[src/rtl/irq_arbiter_pkg.sv]
`default_nettype none
// ============================================================================
//  Module      : irq_arbiter_pkg
//  Description : Shared constants for the external-interrupt arbiter:
//                register word addresses and the "no interrupt" claim ID.
//  Revision    : 1.0 - initial release
// ============================================================================
package irq_arbiter_pkg;

    // Register word addresses
    localparam int IRQ_ENABLE    = 8'h00;
    localparam int IRQ_PENDING   = 8'h01;
    localparam int IRQ_THRESH    = 8'h02;
    localparam int IRQ_CLAIM     = 8'h03;
    localparam int IRQ_PRIO_BASE = 8'h10;

    // Claim ID meaning "nothing to service"
    localparam int IRQ_ID_NONE   = 0;

endpackage : irq_arbiter_pkg
`default_nettype wire

[src/rtl/irq_arbiter_if.sv]
`default_nettype none
// ============================================================================
//  Module      : irq_arbiter_if
//  Description : Source lines, CSR-style register port and interrupt outputs
//                of the interrupt arbiter. master = core/EX side,
//                slave = arbiter.
//  Revision    : 1.0 - initial release
// ============================================================================
interface irq_arbiter_if #(
    parameter int N_SRC  = 8,
    parameter int ADDR_W = 8,
    parameter int DATA_W = 32,
    parameter int ID_W   = $clog2(N_SRC + 1)
) ();

    logic [N_SRC-1:0]  src_i;
    logic              we;
    logic [ADDR_W-1:0] waddr;
    logic [DATA_W-1:0] wdata;
    logic              re;
    logic [ADDR_W-1:0] raddr;
    logic [DATA_W-1:0] rdata;
    logic              irq_o;
    logic [ID_W-1:0]   irq_id_o;

    modport master (
        output src_i, we, waddr, wdata, re, raddr,
        input  rdata, irq_o, irq_id_o
    );

    modport slave (
        input  src_i, we, waddr, wdata, re, raddr,
        output rdata, irq_o, irq_id_o
    );

endinterface : irq_arbiter_if
`default_nettype wire

[src/rtl/irq_arbiter_prio_tree.sv]
`default_nettype none
// ============================================================================
//  Module      : irq_prio_tree
//  Description : Combinational selector: among the flagged candidates, pick
//                the highest priority; equal priorities resolve to the lowest
//                index. Returns ID = index+1, or 0 when no candidate exists.
//  Revision    : 1.0 - initial release
// ============================================================================
module irq_prio_tree #(
    parameter int N_SRC  = 8,
    parameter int PRIO_W = 3,
    parameter int ID_W   = $clog2(N_SRC + 1)
) (
    input  logic [N_SRC-1:0]             cand_i,
    input  logic [N_SRC-1:0][PRIO_W-1:0] prio_i,
    output logic [ID_W-1:0]              best_id_o,
    output logic [PRIO_W-1:0]            best_prio_o
);

    logic [ID_W-1:0]   best_id;
    logic [PRIO_W-1:0] best_prio;

    // Linear scan; strict '>' keeps the earliest index on a tie
    always_comb begin
        best_id   = '0;
        best_prio = '0;
        for (int i = 0; i < N_SRC; i++) begin
            if (cand_i[i] && (prio_i[i] > best_prio)) begin
                best_id   = ID_W'(i + 1);
                best_prio = prio_i[i];
            end
        end
    end

    assign best_id_o   = best_id;
    assign best_prio_o = best_prio;

endmodule : irq_prio_tree
`default_nettype wire

[src/rtl/irq_arbiter.sv]
`default_nettype none
// ============================================================================
//  Module      : irq_arbiter
//  Description : N_SRC-source external interrupt arbiter with per-source
//                enable/priority, edge or level gateways, global threshold
//                and a claim/complete handshake over a register port.
//  Revision    : 1.0 - initial release
// ============================================================================
module irq_arbiter
    import irq_arbiter_pkg::*;
#(
    parameter int               N_SRC     = 8,
    parameter int               PRIO_W    = 3,
    parameter logic [N_SRC-1:0] EDGE_MASK = N_SRC'(8'hFF),
    parameter int               ADDR_W    = 8,
    parameter int               DATA_W    = 32,
    parameter int               ID_W      = $clog2(N_SRC + 1)
) (
    input  logic         clk,
    input  logic         rst,
    irq_arbiter_if.slave bus
);

    logic [N_SRC-1:0]             src_q;
    logic [N_SRC-1:0]             enable_q, enable_d;
    logic [N_SRC-1:0]             pending_q, pending_d;
    logic [N_SRC-1:0][PRIO_W-1:0] prio_q, prio_d;
    logic [PRIO_W-1:0]            thresh_q, thresh_d;
    logic                         in_service_q, in_service_d;
    logic [ID_W-1:0]              in_service_id_q, in_service_id_d;
    logic [ID_W-1:0]              irq_id_q, irq_id_d;
    logic                         irq_q, irq_d;
    logic [DATA_W-1:0]            rdata_q, rdata_d;

    logic [N_SRC-1:0]  set_cond;
    logic [N_SRC-1:0]  cand;
    logic [N_SRC-1:0]  w1c_mask;
    logic [N_SRC-1:0]  claim_clr;
    logic              claim_ok;
    logic              complete_ok;
    logic [ID_W-1:0]   tree_id;
    logic [PRIO_W-1:0] tree_prio;

    // A claim needs an idle arbiter and a real candidate already shown to the core
    assign claim_ok    = bus.re && (bus.raddr == ADDR_W'(IRQ_CLAIM)) && !in_service_q
                         && (irq_id_q != ID_W'(IRQ_ID_NONE));
    assign complete_ok = bus.we && (bus.waddr == ADDR_W'(IRQ_CLAIM)) && in_service_q
                         && (bus.wdata[ID_W-1:0] == in_service_id_q);

    // Per-source gateways and candidate qualification
    for (genvar gi = 0; gi < N_SRC; gi++) begin : g_gateway
        localparam logic [ID_W-1:0] c_id = ID_W'(gi + 1);

        if (EDGE_MASK[gi]) begin : g_edge
            assign set_cond[gi] = bus.src_i[gi] & ~src_q[gi];
        end else begin : g_level
            // The claiming cycle counts as in service so a held level line
            // does not immediately re-pend the request being claimed.
            logic busy;
            assign busy = (in_service_q && (in_service_id_q == c_id))
                          || (claim_ok && (irq_id_q == c_id));
            assign set_cond[gi] = bus.src_i[gi] & ~busy;
        end

        assign claim_clr[gi] = claim_ok && (irq_id_q == c_id);
        assign cand[gi]      = pending_q[gi] && enable_q[gi] && (prio_q[gi] != '0)
                               && (prio_q[gi] > thresh_q);
    end

    irq_prio_tree #(
        .N_SRC  (N_SRC),
        .PRIO_W (PRIO_W),
        .ID_W   (ID_W)
    ) u_prio_tree (
        .cand_i      (cand),
        .prio_i      (prio_q),
        .best_id_o   (tree_id),
        .best_prio_o (tree_prio)
    );

    // Configuration register writes and the pending W1C mask
    always_comb begin
        enable_d = enable_q;
        thresh_d = thresh_q;
        prio_d   = prio_q;
        w1c_mask = '0;
        if (bus.we) begin
            if (bus.waddr == ADDR_W'(IRQ_ENABLE))  enable_d = bus.wdata[N_SRC-1:0];
            if (bus.waddr == ADDR_W'(IRQ_THRESH))  thresh_d = bus.wdata[PRIO_W-1:0];
            if (bus.waddr == ADDR_W'(IRQ_PENDING)) w1c_mask = bus.wdata[N_SRC-1:0];
            for (int i = 0; i < N_SRC; i++) begin
                if (bus.waddr == ADDR_W'(IRQ_PRIO_BASE + i)) prio_d[i] = bus.wdata[PRIO_W-1:0];
            end
        end
    end

    // Pending, service state and the registered interrupt outputs
    always_comb begin
        pending_d       = (pending_q & ~(claim_clr | w1c_mask)) | set_cond;
        in_service_d    = in_service_q;
        in_service_id_d = in_service_id_q;
        if (claim_ok) begin
            in_service_d    = 1'b1;
            in_service_id_d = irq_id_q;
        end else if (complete_ok) begin
            in_service_d    = 1'b0;
        end
        irq_id_d = tree_id;
        irq_d    = (tree_id != ID_W'(IRQ_ID_NONE)) && !in_service_d;
    end

    // Register read mux; unmapped addresses and unused bits read zero
    always_comb begin
        rdata_d = '0;
        if (bus.re) begin
            case (bus.raddr)
                ADDR_W'(IRQ_ENABLE):  rdata_d = DATA_W'(enable_q);
                ADDR_W'(IRQ_PENDING): rdata_d = DATA_W'(pending_q);
                ADDR_W'(IRQ_THRESH):  rdata_d = DATA_W'(thresh_q);
                ADDR_W'(IRQ_CLAIM):   rdata_d = claim_ok ? DATA_W'(irq_id_q) : '0;
                default: begin
                    for (int i = 0; i < N_SRC; i++) begin
                        if (bus.raddr == ADDR_W'(IRQ_PRIO_BASE + i)) rdata_d = DATA_W'(prio_q[i]);
                    end
                end
            endcase
        end
    end

    // State registers with synchronous reset
    always_ff @(posedge clk) begin
        if (rst) begin
            src_q           <= '0;
            enable_q        <= '0;
            pending_q       <= '0;
            prio_q          <= '0;
            thresh_q        <= '0;
            in_service_q    <= 1'b0;
            in_service_id_q <= '0;
            irq_id_q        <= '0;
            irq_q           <= 1'b0;
            rdata_q         <= '0;
        end else begin
            src_q           <= bus.src_i;
            enable_q        <= enable_d;
            pending_q       <= pending_d;
            prio_q          <= prio_d;
            thresh_q        <= thresh_d;
            in_service_q    <= in_service_d;
            in_service_id_q <= in_service_id_d;
            irq_id_q        <= irq_id_d;
            irq_q           <= irq_d;
            rdata_q         <= rdata_d;
        end
    end

    assign bus.rdata    = rdata_q;
    assign bus.irq_o    = irq_q;
    assign bus.irq_id_o = irq_id_q;

    // Upper write-data bits and the winning priority have no consumer
    logic unused_ok;
    assign unused_ok = ^{bus.wdata, tree_prio};

endmodule : irq_arbiter
`default_nettype wire

[src/flat_wrapper.sv]
// flat-port wrapper written by rule: the top's interface ports become plain ports
module irq_arbiter_flat import irq_arbiter_pkg::*;
#(
    parameter int               N_SRC     = 8,
    parameter int               PRIO_W    = 3,
    parameter logic [N_SRC-1:0] EDGE_MASK = N_SRC'(8'hFF),
    parameter int               ADDR_W    = 8,
    parameter int               DATA_W    = 32,
    parameter int               ID_W      = $clog2(N_SRC + 1)
)
  (clk, rst, bus_src_i, bus_we, bus_waddr, bus_wdata, bus_re, bus_raddr, bus_rdata, bus_irq_o, bus_irq_id_o);
  irq_arbiter_if #(.N_SRC(N_SRC), .ADDR_W(ADDR_W), .DATA_W(DATA_W), .ID_W(ID_W)) bus_i ();
  input  logic clk;
  input  logic rst;
  input wire logic [$bits(bus_i.src_i)-1:0] bus_src_i;
  input wire logic [$bits(bus_i.we)-1:0] bus_we;
  input wire logic [$bits(bus_i.waddr)-1:0] bus_waddr;
  input wire logic [$bits(bus_i.wdata)-1:0] bus_wdata;
  input wire logic [$bits(bus_i.re)-1:0] bus_re;
  input wire logic [$bits(bus_i.raddr)-1:0] bus_raddr;
  output wire logic [$bits(bus_i.rdata)-1:0] bus_rdata;
  output wire logic [$bits(bus_i.irq_o)-1:0] bus_irq_o;
  output wire logic [$bits(bus_i.irq_id_o)-1:0] bus_irq_id_o;
  assign bus_i.src_i = bus_src_i;
  assign bus_i.we = bus_we;
  assign bus_i.waddr = bus_waddr;
  assign bus_i.wdata = bus_wdata;
  assign bus_i.re = bus_re;
  assign bus_i.raddr = bus_raddr;
  assign bus_rdata = bus_i.rdata;
  assign bus_irq_o = bus_i.irq_o;
  assign bus_irq_id_o = bus_i.irq_id_o;
  irq_arbiter #(.N_SRC(N_SRC), .PRIO_W(PRIO_W), .EDGE_MASK(EDGE_MASK), .ADDR_W(ADDR_W), .DATA_W(DATA_W), .ID_W(ID_W)) u_core (.clk(clk), .rst(rst), .bus(bus_i));
endmodule
[config.mk]
export PLATFORM = sky130hd
export DESIGN_NAME = irq_arbiter_flat
export DESIGN_NICKNAME = d
export VERILOG_FILES = /design/src/rtl/irq_arbiter_pkg.sv /design/src/rtl/irq_arbiter_if.sv /design/src/rtl/irq_arbiter_prio_tree.sv /design/src/rtl/irq_arbiter.sv /design/src/flat_wrapper.sv
export SDC_FILE = /design/constraint.sdc
export NUM_CORES = 1
export LEC_CHECK = 0
export CORE_MARGIN = 2
export CORE_UTILIZATION = 55
export DETAILED_ROUTE_END_ITERATION = 7
export PLACE_DENSITY_LB_ADDON = 0.05
export REMOVE_ABC_BUFFERS = 1
export SYNTH_ARGS = -nofsm -noshare
export SYNTH_HDL_FRONTEND = slang
export SYNTH_SLANG_ARGS = --single-unit
[constraint.sdc]
create_clock -name clk -period 16.6 [get_ports clk]
set_clock_uncertainty 0.05 [all_clocks]
set_input_delay 3.32 -clock clk [delete_from_list [all_inputs] [get_ports clk]]
set_output_delay 3.32 -clock clk [all_outputs]
set_load 0.03 [all_outputs]
**After elaboration in Yosys (flattened, before gate mapping)**

Cells that the tools add are included.
W data, S select, Z words.

- Word-level logic and storage cells: 186
- Output and inout bits: 37
- Bits in registers: 93

- Magnitude comparators: 16
- Reduce and logical (&&, ||, !) cells: 72
- Multiplexer cells: 29
- Equal/unequal tests: 31
- Bitwise gates (word level): 21

Operator list:

| kind | number |
|---|---|
| $eq A8 B5 Y1 const B | 16 |
| $pmux W32 S4 | 1 |
| $logic_and A1 B1 Y1 | 47 |
| $gt A3 B3 Y1 | 15 |
| $mux W3 | 15 |
| $eq A8 B2 Y1 const B | 4 |
| $mux W4 | 8 |
| $reduce_bool A3 Y1 | 8 |
| $reduce_and A2 Y1 | 10 |
| $eq A4 B3 Y1 const B | 4 |
| $eq A8 B1 Y1 const B | 2 |
| $logic_not A8 Y1 | 2 |
| $mux W8 | 2 |
| $or A8 B8 Y8 | 2 |
| $not A1 Y1 | 9 |
| $and A1 B1 Y1 | 8 |
| $and A8 B8 Y8 | 1 |
| $eq A4 B2 Y1 const B | 2 |
| $not A8 Y8 | 1 |
| $reduce_bool A4 Y1 | 2 |
| $eq A4 B1 Y1 const B | 1 |
| $eq A4 B4 Y1 | 1 |
| $eq A4 B4 Y1 const B | 1 |
| $gt A3 B1 Y1 const B | 1 |
| other kinds (3) | 6 |

**Longest topological paths before layout**

- Depth in word-level cells: 28
- Depth in mapped cells: 49
- Gate-level depth less buffers: 49

**Modules after synthesis**

From an unflattened synthesis, not the netlist that was laid out.

- Cell total of the unflattened synthesis: 555
- Area total of the unflattened synthesis: 4875.9 sq um

Modules (own cells, without submodules):

| module | cells each | instances | area an instance (sq um) | sequential area each (sq um) |
|---|---|---|---|---|
| irq_arbiter | 413 | 1 | 3867.5 | 1381.3 |
| irq_prio_tree | 142 | 1 | 1008.5 | 0.0 |

**Worst setup path before layout**

Ideal clock, no wire load.

- Path type: reg2reg
- Start: register u_core.thresh_q[1]
- End: register u_core.irq_q, in the netlist u_core.bus.irq_o
- Cell stages (with the launch flop): 44
- Data required time: 16.472 ns
- Buffers on the path: 0
- Arrival: 8.952 ns
- Path slack: 7.520 ns
- Library setup time: 0.078 ns
- Cell sequence: dfxtp_1 > inv_1 > ha_1 > nor2b_1 > o21a_1 > o21ai_1 > ha_1 > a311oi_2 > nand2_1 > o21ai_0 > ha_1 > a311oi_2 > nand2_2 > mux2_2 > ha_1 > or2_2 > a31oi_1 > o21ai_1 > [... 8 more ...] > ha_1 > nor2_1 > o2111a_1 > nor2_4 > mux2_4 > ha_1 > a31oi_1 > and4_2 > nand3_1 > mux2_4 > ha_1 > a31oi_1 > nand4_1 > nor3_1 > nor2_1 > nand4_1 > nor3b_1 > nor3_1

- Cells in the longest elaborated chain, start to end: 27
- Elaborated cells between the ends (all ways): 48

RTL lines:

| element | RTL line | RTL |
|---|---|---|
| from (decl) | irq_arbiter.sv:28 | `logic [PRIO_W-1:0] thresh_q, thresh_d;` |
| from (signal assigned) | irq_arbiter.sv:148 | `thresh_q <= thresh_d;` |
| $gt A3 B3 Y1 | irq_arbiter.sv:67 | `&& (prio_q[gi] > thresh_q);` |
| $logic_and A1 B1 Y1 | irq_arbiter.sv:67 |  |
| $logic_and A1 B1 Y1 | irq_arbiter_prio_tree.sv:28 | `if (cand_i[i] && (prio_i[i] > best_prio)) begin` |
| $mux W3 | irq_arbiter_prio_tree.sv:28 |  |
| $gt A3 B3 Y1 | irq_arbiter_prio_tree.sv:28 |  |
| $logic_and A1 B1 Y1 | irq_arbiter_prio_tree.sv:28 |  |
| $mux W3 | irq_arbiter_prio_tree.sv:28 |  |
| $gt A3 B3 Y1 | irq_arbiter_prio_tree.sv:28 |  |
| [... 11 more ...] | n/a |  |
| $gt A3 B3 Y1 | irq_arbiter_prio_tree.sv:28 |  |
| $logic_and A1 B1 Y1 | irq_arbiter_prio_tree.sv:28 |  |
| $mux W3 | irq_arbiter_prio_tree.sv:28 |  |
| $gt A3 B3 Y1 | irq_arbiter_prio_tree.sv:28 |  |
| $logic_and A1 B1 Y1 | irq_arbiter_prio_tree.sv:28 |  |
| $mux W4 * | irq_arbiter_prio_tree.sv:28 |  |
| $reduce_bool A4 Y1 * | irq_arbiter.sv:109 | `irq_d = (tree_id != ID_W'(IRQ_ID_NONE)) && !in_service_d;` |
| $logic_and A1 B1 Y1 * | irq_arbiter.sv:109 |  |
| to (signal assigned) | irq_arbiter.sv:152 | `irq_q <= irq_d;` |
| to (decl) | irq_arbiter.sv:32 | `logic irq_q, irq_d;` |

Mark *: on every way between the ends. The rest lies on a longest branch, timed or not.
A chain may end at the register's enable or synchronous reset.

**Final worst setup path**

Same ends and word-level chain as after synthesis.

==> results.toml <==
[timing]
max-slew-margin-rel = 0.325
maxSlewViolCount = 0
final_hold_viol_count = 0
setup_violations = 0
fin_crit_ps = 10490
maxClockFrequency_mhz = 95.3
fin_crit_sh = 0.632
worst-slew-pin-transition_ps = 1010
totalNegativeSetupSlack_ps = 0
rsz_0062_raised_after_global_routing = "no"

[drt]
drtAntennaViolNets = 0
routed_wirelength_microns = 11700
vias = 3976
drt_iter0_markers = 254
post_dr_wirelength_cell_microns = 17.3
post_drt_via_cell_ratio = 5.87
drcViolationCount = 0
drt_first_pass_iters = 5

[cells_and_area]
area_growth_pct = 15.1
layout.filler_cells = 699
insertedDiodeCount = 0
layout-drive-gt1-share = 0.0892
nets = 666

[floorplanning]
chipWidth_microns = 95.2
coreArea_sq_um = 8130
ios = 97
total_die_area_sq_um = 9060
std_cell_rows = 33
die_h_microns = 95.2
start_util = 0.562

[cts]
cts_tree = "built"
clock_insertion_delay_worst_skew_ps = 340
clockBufferDepth = 2
cts_made_buffers = 9
clock-sinks = 69
cts_root_buf = "sky130_fd_sc_hd__clkbuf_8"
cts_post_setup_buffers_inserted = 0
postCtsResizedCells = 0
clkTransAtPathRegs_ps = 80
cts.hold.buffers_added = 0
clock_tree.htree_level_count = 3

[synth]
synth.yosys.seq_area_share = 0.302
post_synth_inst_count = 523
synthMostInstantiatedCell = "sky130_fd_sc_hd__dfxtp_1"
syn-cell-area_sq_um = 4570
yosysTopAreaCell = "sky130_fd_sc_hd__dfxtp_1"
synth-edff-count = 0
synth.distinct_cells = 66
syn_area_per_cell_sq_um = 8.74
synth.top_cells.by_area = "sky130_fd_sc_hd__dfxtp_1 (30%), sky130_fd_sc_hd__ha_1 (11%), sky130_fd_sc_hd__mux2i_1 (9.6%)"
synth-seq-cells = 69
synth_commonest_cells = "sky130_fd_sc_hd__dfxtp_1 (69), sky130_fd_sc_hd__nor2_1 (67), sky130_fd_sc_hd__mux2i_1 (44)"
dominantRegCellSynth = "sky130_fd_sc_hd__dfxtp_1"
yosysWarnings = 0
synth.top_cell.area_share = 0.302
async_flop_share = 0

[placed_design]
dp_hpwl_microns = 8750
io_buffer_count = 48
place_congestion = 0.890

[setup_path]
worstSetupPathType = "flop to flop"
worstPathMaxFanout = 8
crit_path_end_kind = "flop"
timing.critical_path.from = "u_core.thresh_q[1]"
reg2regPathDepth = 43
worst_r2r_startpoint = "u_core.thresh_q[1]"
worst_path_most_repeated_cell = "sky130_fd_sc_hd__ha_1"
timing.critical_path.to = "u_core.bus.irq_o"
worstSetupStartpointType = "flop"
timing.critical_path.required_ps = 16790
worstPathArrival_ps = 10690
cp_slowest_cell = "sky130_fd_sc_hd__inv_1"
regToRegSetupSlack_ps = 6110
reg2reg_to = "u_core.bus.irq_o"
critical-path-max-stage-delay_ps = 390

[run_status]
result_of_the_run = "completed"

[global_route]
grt_usage = 0.271
grt_first_pass_wirelength_microns = 18800
first_global_vias = 3894
pin_count_of_the_biggest_net_entering_global_routing = 54
leftover_overflow_at_the_end_of_global_routing = 0
antenna_found_initial = 0

[pwr]
sum_of_internal_switching_and_leakage_power_uw = 355
peak_ir_drop_on_the_vdd_network_uv = 67.4
power.combinational.fraction = 0.089
power_density_nw_per_um2 = 67.4
net_sw_power_uw = 85.3
power.internal_uw = 270
leakage_power_of_the_design_uw = 0.00210
clock_power_share = 0.428
power.sequential.fraction = 0.483
switching_share = 0.240

[run]
maxCapViolCount = 0

[hold_path]
hp-class = "flop to flop"
metrics by stage:
stage | utilization | hold slack [ps] | instance area, sq um | instances | setup WS, ps
final | 0.647 | 417 | 5260 | 677 | 6110
after detailed placement | 0.620 | 403 | 5040 | 661 | 6200
after CTS | 0.647 | 421 | 5260 | 677 | 6150
after floorplan | - | 380 | 4420 | 506 | 7520
after global routing | 0.647 | 426 | 5260 | 677 | 5510
after global placement | 0.620 | 389 | 5040 | 661 | 6390
per-layer routing:
layer  routed length (microns)  vias to the layer above  track usage
met4                       260                        0        0.105
met2                      5640                      130        0.454
met5                         0                        -            0
li1                          -                     1936            -
met1                      5250                     1888        0.350
met3                       561                       22       0.0427
layout make-up:
| type | count | area (sq um) | area share |
|---|---|---|---|
| clock inverters | 6 | 86.3 | 0.0164 |
| multi-input cells | 413 | 2950 | 0.560 |
| repair buffers | 50 | 490 | 0.0932 |
| inverters | 24 | 90.1 | 0.0171 |
| flip-flops and latches | 69 | 1380 | 0.262 |
| clock buffers | 10 | 138 | 0.0261 |
| well taps | 105 | 131 | 0.0250 |
cells by family (layout without fill, tap and decap cells):
family          Yosys count  in the layout  synth area share
simple gates            201            201             0.224
other cells               1             24          0.000820
compound gates           89             89             0.140
fa+ha+maj                39             39             0.107
buf+inv                  64             90            0.0722
mux                      56             56             0.146
xor+xnor                  4              4           0.00766
flops                    69             69             0.302
power by group through the flow:
stage               sequential [uW]  clock [uW]  combinational, uW
floorplan                       174           0               15.4
global route                    172         161               34.2
CTS                             171         153               31.6
finish                          171         152               31.6
global placement                175           0               30.9
detailed placement              175           0               31.4
flip-flops by register name (all words and copies together) (netlist names):
name                    flops
u_core.in_service_id_q      4
u_core.bus.irq_o            1
u_core.enable_q             8
u_core.pending_q            8
u_core.prio_q              24
u_core.bus.rdata            8
u_core.in_service_q         1
u_core.thresh_q             3
u_core.src_q                8
u_core.bus.irq_id_o         4
placed cells by master (no fill, tap or decap), types with 19 or more instances in the layout:
cell type                         synthesis  final
sky130_fd_sc_hd__a21oi_1                 22     22
sky130_fd_sc_hd__clkdlybuf4s50_1          0     47
sky130_fd_sc_hd__conb_1                   1     24
sky130_fd_sc_hd__dfxtp_1                 69     69
sky130_fd_sc_hd__ha_1                    39     39
sky130_fd_sc_hd__inv_1                   24     24
sky130_fd_sc_hd__mux2i_1                 44     44
sky130_fd_sc_hd__nand2_1                 31     31
sky130_fd_sc_hd__nand3_1                 20     20
sky130_fd_sc_hd__nor2_1                  67     67
sky130_fd_sc_hd__nor2b_1                 19     19
worst max-delay path, delay by kind of cell (launching register included):
family	cells	cell delay, ps
AOI/OAI and AO/OA	12	2940
and+or+nand+nor	17	2700
adders and majority gates	8	2310
muxes	5	1660
buffers and inverters	1	390
DFF	1	330
worst min path at each step:
stage                     slack (ps)  cells past startpoint             from             endpoint
after floorplan                  380                      2  u_core.src_q[0]  u_core.pending_q[0]
after global routing             430                      2  u_core.src_q[2]  u_core.pending_q[2]
after detailed placement         400                      2  u_core.src_q[2]  u_core.pending_q[2]
final                            420                      2  u_core.src_q[2]  u_core.pending_q[2]
after CTS                        420                      2  u_core.src_q[2]  u_core.pending_q[2]
after global placement           390                      2  u_core.src_q[0]  u_core.pending_q[0]
Note: power is estimated with default switching activity, not from simulation.
==> RTL change 1, RTL diff (same settings) <==
`ADDR_W` is set to 8 in 3 places; all go to 7.
--- a/src/rtl/irq_arbiter_if.sv
+++ b/src/rtl/irq_arbiter_if.sv
@@ -8,7 +8,7 @@
 // ============================================================================
 interface irq_arbiter_if #(
     parameter int N_SRC  = 8,
-    parameter int ADDR_W = 8,
+    parameter int ADDR_W = 7,
     parameter int DATA_W = 32,
     parameter int ID_W   = $clog2(N_SRC + 1)
 ) ();
--- a/src/rtl/irq_arbiter.sv
+++ b/src/rtl/irq_arbiter.sv
@@ -12,7 +12,7 @@
     parameter int               N_SRC     = 8,
     parameter int               PRIO_W    = 3,
     parameter logic [N_SRC-1:0] EDGE_MASK = N_SRC'(8'hFF),
-    parameter int               ADDR_W    = 8,
+    parameter int               ADDR_W    = 7,
     parameter int               DATA_W    = 32,
     parameter int               ID_W      = $clog2(N_SRC + 1)
 ) (
--- a/src/flat_wrapper.sv
+++ b/src/flat_wrapper.sv
@@ -4,7 +4,7 @@
     parameter int               N_SRC     = 8,
     parameter int               PRIO_W    = 3,
     parameter logic [N_SRC-1:0] EDGE_MASK = N_SRC'(8'hFF),
-    parameter int               ADDR_W    = 8,
+    parameter int               ADDR_W    = 7,
     parameter int               DATA_W    = 32,
     parameter int               ID_W      = $clog2(N_SRC + 1)
 )
Ports: changed (resized bus_raddr and bus_waddr); port bits go from 97 to 95. No check against the original RTL was run, so the function may have changed too.
==> RTL change 1 against the original RTL <==
Routed wire length grew 3.3%; clock power shrank 8%; total power shrank 2.6%; critical path depth is the same; worst setup slack lost 1.2 ns; die area grew 1.9%; non-clock buffer count shrank 2; sequential cell count is the same; area after synthesis grew 2.0%; sequential share of layout area is essentially flat; cell area grew 0.17%; critical endpoint is now u_core.bus.irq_id_o[0]$_SDFF_PP0_; largest cell class unchanged.
==> RTL change 1: results (changes against the original RTL) <==
.. list-table::
   :header-rows: 1

   * - Metric
     - Value
   * - Post-placement worst setup slack
     - 5.04 ns (was 6.20 ns)
   * - Result of the run
     - finished, final reports clean (unchanged)
   * - Most frequent cells after synthesis
     - 69 x sky130_fd_sc_hd__dfxtp_1, 51 x sky130_fd_sc_hd__a21oi_1, 50 x sky130_fd_sc_hd__nand2_1 (was 69 x sky130_fd_sc_hd__dfxtp_1, 67 x sky130_fd_sc_hd__nor2_1, 44 x sky130_fd_sc_hd__mux2i_1)
   * - Via count of the first global-routing pass
     - 4083 (was 3894)
   * - Least-Margin Pin Slew
     - 0.964 ns (was 1.01 ns)
   * - First-pass GRT wire length
     - 20000 um (was 18800 um)
   * - Pin count of the biggest net entering global routing
     - 61 (was 54)
   * - Routed vias/inst
     - 6.05 (was 5.87)
   * - Per-cell routed wire length
     - 17.0 um (was 17.3 um)
   * - Largest voltage drop on the vdd net
     - 0.0000542 V (was 0.0000674 V)
   * - Crit path arrival time
     - 11.85 ns (was 10.69 ns)
   * - Count of unique library cells instantiated by Yosys
     - 68 (was 66)
   * - Post-detail-place hpwl
     - 8980 um (was 8750 um)
   * - Share of layout cells above drive strength 1
     - 6.10% (was 8.92%)
   * - Highest fanout seen on the critical path
     - 10 (was 8)
   * - Sum of routed wire segments on met1
     - 5480 um (was 5250 um)
   * - Slowest stage cell on the critical path
     - sky130_fd_sc_hd__dfxtp_1 (was sky130_fd_sc_hd__inv_1)
   * - Detail Route met3 WL
     - 729 um (was 561 um)
   * - Total global routing track utilization
     - 28.3% (was 27.1%)
   * - Router iterations before antenna repair
     - 4 (was 5)
   * - Reg with most FFs
     - u_core.prio_q (unchanged)
   * - Fill count
     - 728 (was 699)
   * - Met2 wire length
     - 5650 um (was 5640 um)
   * - Post-synthesis share of cell area spent on xor and xnor gates
     - 0.751% (was 0.766%)
   * - Number of DRC markers in iteration 0
     - 315 (was 254)
   * - Number of port buffers
     - 46 (was 48)
   * - Net count, final
     - 700 (was 666)
   * - Placer's final routability congestion estimate
     - 0.842 (was 0.890)
   * - Fraction of synthesized area in multiplexers
     - 8.61% (was 14.6%)
   * - Complex-gate fraction of the synthesized area
     - 19.1% (was 14.0%)
   * - Leakage power figure
     - 2.14 nW (was 2.10 nW)
   * - Most area-consuming cells after synthesis
     - sky130_fd_sc_hd__dfxtp_1 30%, sky130_fd_sc_hd__ha_1 10%, sky130_fd_sc_hd__mux2i_1 6.4%, sky130_fd_sc_hd__a21oi_1 5.5%, sky130_fd_sc_hd__nand2_1 4.0% (was sky130_fd_sc_hd__dfxtp_1 30%, sky130_fd_sc_hd__ha_1 11%, sky130_fd_sc_hd__mux2i_1 9.6%, sky130_fd_sc_hd__nor2_1 5.5%, sky130_fd_sc_hd__buf_4 3.9%)
RTL change 1: cell types whose count changed after synthesis, sizes merged, moves of 5 or more:
| cell | unedited run | this run |
|---|---|---|
| a21o | 4 | 10 |
| mux2i | 44 | 30 |
| nand2b | 4 | 10 |
| a21oi | 22 | 51 |
| nand3 | 20 | 34 |
| nand2 | 33 | 52 |
| nor2 | 68 | 43 |
| o21a | 8 | 3 |
| or2 | 7 | 2 |
| nor2b | 19 | 13 |
| nand3b | 4 | 9 |
RTL change 1: routing by layer:
metal  track usage, %  up-vias
li1                 -     2082
met1             37.9     2065
met2             46.5      139
met3             5.01       19
met4             8.21        0
met5                0        -
RTL change 1: kinds of logic after synthesis:
kind of cell | Yosys count
AO/OA/AOI/OAI | 129
XOR/XNOR | 4
adder cells (fa/ha/maj) | 40
buffers and inverters | 73
flip-flops | 69
multiplexers | 36
other | 1
AND/OR/NAND/NOR | 215
RTL change 1: cell type report:
type                       count  share of cell area (%)
clock buffer                  11                    2.87
clock inverter                 4                   0.902
inverter                      27                    1.92
multi-input combinational    448                    56.7
sequential                    69                    26.2
tap                          105                    2.49
timing repair buffer          48                    8.92
RTL change 1: power groups by stage:
| stage | Clock, mW | Combinational, mW | Sequential [mW] |
|---|---|---|---|
| 2_1_floorplan | 0 | 0.0167 | 0.174 |
| 3_3_place_gp | 0 | 0.0329 | 0.176 |
| 3_5_place_dp | 0 | 0.0334 | 0.176 |
| 4_1_cts | 0.141 | 0.0335 | 0.172 |
| 5_1_grt | 0.147 | 0.0367 | 0.172 |
| 6_report | 0.140 | 0.0338 | 0.172 |
RTL change 1: path summary, 6_finish.rpt:
| kind | end | depth (start not counted) | slack (ns) | start |
|---|---|---|---|---|
| max | u_core.bus.irq_id_o[0]$_SDFF_PP0_ | 43 | 4.95 | u_core.thresh_q[0]$_SDFFE_PP0P_ |
| min | u_core.pending_q[4]$_SDFF_PP0_ | 1 | 0.38 | u_core.src_q[4]$_SDFF_PP0_ |
| max reg2reg | u_core.bus.irq_id_o[0]$_SDFF_PP0_ | 43 | 4.95 | u_core.thresh_q[0]$_SDFFE_PP0P_ |
| min reg2reg | u_core.pending_q[4]$_SDFF_PP0_ | 1 | 0.38 | u_core.src_q[4]$_SDFF_PP0_ |
RTL change 1: worst register-to-register path: cells and delay by family, from the launching register on:
family,cells,cell delay (ns)
and+or+nand+nor,14,3.20
buffers and inverters,1,0.04
DFF,1,0.76
AOI/OAI and AO/OA,16,3.58
muxes,3,1.19
adders and majority gates,9,2.71
RTL change 1: stage by stage:
step           instances  utilization [%]
6_report             712             64.2
3_3_place_gp         697             61.7
4_1_cts              712             64.2
3_5_place_dp         697             61.7
5_1_grt              712             64.2
2_1_floorplan        544                -
==> RTL change 2, RTL diff (config.mk and constraints unchanged) <==
Made on the original files. Make the reset (`rst`) asynchronous in one clocked block. Comments in the files are not updated.
--- a/src/rtl/irq_arbiter.sv
+++ b/src/rtl/irq_arbiter.sv
@@ -128,7 +128,7 @@
     end
 
     // State registers with synchronous reset
-    always_ff @(posedge clk) begin
+    always_ff @(posedge clk or posedge rst) begin
         if (rst) begin
             src_q           <= '0;
             enable_q        <= '0;
Formal check against the unedited RTL: differs if rst is asserted again (counterexample within 4 cycles, from zero or initial values and one cycle with rst high); with rst held inactive, the same outputs for 4 cycles.
==> RTL change 2 against the original RTL <==
Utilization up 0.39 points; cell area increased by 2.1%; non-clock buffer count stayed put; sequential cell count stayed put; largest power group unchanged; total power grew 2.8%; area after synthesis rose by 2.5%; worst setup slack lost 1.8 ns; routed wire length decreased by 2.0%; highest routed layer unchanged.
==> RTL change 2: results (changes against the original RTL) <==
.. list-table::
   :header-rows: 1

   * - Metric
     - Value
   * - Most area-consuming cells after synthesis
     - sky130_fd_sc_hd__dfrtp_1 37%, sky130_fd_sc_hd__ha_1 10%, sky130_fd_sc_hd__mux2_2 9.4%, sky130_fd_sc_hd__nand2_1 4.0%, sky130_fd_sc_hd__buf_4 3.8% (was sky130_fd_sc_hd__dfxtp_1 30%, sky130_fd_sc_hd__ha_1 11%, sky130_fd_sc_hd__mux2i_1 9.6%, sky130_fd_sc_hd__nor2_1 5.5%, sky130_fd_sc_hd__buf_4 3.9%)
   * - Reg-to-reg setup timing slack
     - 4.29 ns (was 6.11 ns)
   * - Time the worst path needs with I/O delays and setup
     - 12.31 ns (was 10.49 ns)
   * - Sum of routed wire segments on met1
     - 5220 um (was 5250 um)
   * - Via count of the first global-routing pass
     - 3674 (was 3894)
   * - Vias
     - 3788 (was 3976)
   * - Post-detail-place hpwl
     - 8640 um (was 8750 um)
   * - Delay contributed by the slowest stage of the critical path
     - 0.62 ns (was 0.39 ns)
   * - Routed vias/inst
     - 5.94 (was 5.87)
   * - Post-placement worst setup slack
     - 4.47 ns (was 6.20 ns)
   * - First-pass GRT wire length
     - 18300 um (was 18800 um)
   * - Share of layout cells above drive strength 1
     - 13.3% (was 8.92%)
   * - Count of unique library cells instantiated by Yosys
     - 63 (was 66)
   * - Final-layout worst hold slack
     - 0.369 ns (was 0.417 ns)
   * - Net count, final
     - 628 (was 666)
   * - Result of the run
     - finished, final reports clean (unchanged)
   * - Fill count
     - 692 (was 699)
   * - Slowest stage cell on the critical path
     - sky130_fd_sc_hd__nor3_1 (was sky130_fd_sc_hd__inv_1)
   * - Combined flip-flop and latch cell area
     - 1730 um2 (was 1380 um2)
   * - Start point of the worst hold path
     - u_core.src_q[5]$_DFF_PP0_ (was u_core.src_q[2]$_SDFF_PP0_)
   * - Pin count of the biggest net entering global routing
     - 70 (was 54)
   * - Complex-gate fraction of the synthesized area
     - 14.4% (was 14.0%)
   * - Detail Route met3 WL
     - 623 um (was 561 um)
   * - Cell count after synthesis
     - 477 (was 523)
   * - Most area-hungry cell type in the Yosys netlist
     - sky130_fd_sc_hd__dfrtp_1 (was sky130_fd_sc_hd__dfxtp_1)
   * - Fraction of synthesized area in multiplexers
     - 15.1% (was 14.6%)
   * - Post-synthesis share of cell area spent on xor and xnor gates
     - 0.747% (was 0.766%)
   * - Post-placement cell count
     - 623 (was 661)
   * - Least-Margin Pin Slew
     - 1.12 ns (was 1.01 ns)
   * - Sequential fraction of the synthesis area
     - 36.8% (was 30.2%)
   * - Met2 wire length
     - 5510 um (was 5640 um)
   * - Router iterations before antenna repair
     - 4 (was 5)
   * - Pwr Density
     - 67.8 nW/um2 (was 67.4 nW/um2)
   * - Met1 Use GR
     - 36.9% (was 35.0%)
   * - Global Route met3 Usage
     - 4.23% (was 4.27%)
-- RTL change 2: changes by cell type after synthesis, moves of 5 or more --
cell,change
sky130_fd_sc_hd__nand2_1,+19
sky130_fd_sc_hd__nor2_1,-37
sky130_fd_sc_hd__dfxtp_1,-69
sky130_fd_sc_hd__nand3_1,-6
sky130_fd_sc_hd__mux2i_1,-32
sky130_fd_sc_hd__a31oi_1,-5
sky130_fd_sc_hd__dfrtp_1,+69
sky130_fd_sc_hd__mux2_2,+38
sky130_fd_sc_hd__nor2b_1,-8
sky130_fd_sc_hd__o211ai_1,+7
sky130_fd_sc_hd__inv_1,+8
sky130_fd_sc_hd__nor3_1,-7
sky130_fd_sc_hd__clkbuf_1,-8
-- RTL change 2: cell type report --
class / instances / share of cell area (%)
Tap cell: 105 / 2.44
Inverter: 32 / 2.23
Clock inverter: 5 / 0.977
Clock buffer: 10 / 2.37
Sequential cell: 69 / 32.1
Timing Repair Buffer: 50 / 9.22
Multi-Input combinational cell: 367 / 50.6
-- RTL change 2: kinds of logic after synthesis --
family,Yosys count
XOR/XNOR,4
multiplexers,58
AND/OR/NAND/NOR,146
adder cells (fa/ha/maj),40
buffers and inverters,64
AO/OA/AOI/OAI,95
other,1
flip-flops,69
-- RTL change 2: worst paths after layout --
kind,to,depth (start not counted)
min in group asynchronous,u_core.pending_q[1]$_DFF_PP0_,3
max reg2reg,u_core.bus.irq_o$_DFF_PP0_,49
max,u_core.bus.irq_o$_DFF_PP0_,49
min reg2reg,u_core.pending_q[5]$_DFF_PP0_,1
min,u_core.pending_q[5]$_DFF_PP0_,1
max in group asynchronous,u_core.prio_q[18]$_DFFE_PP0P_,3
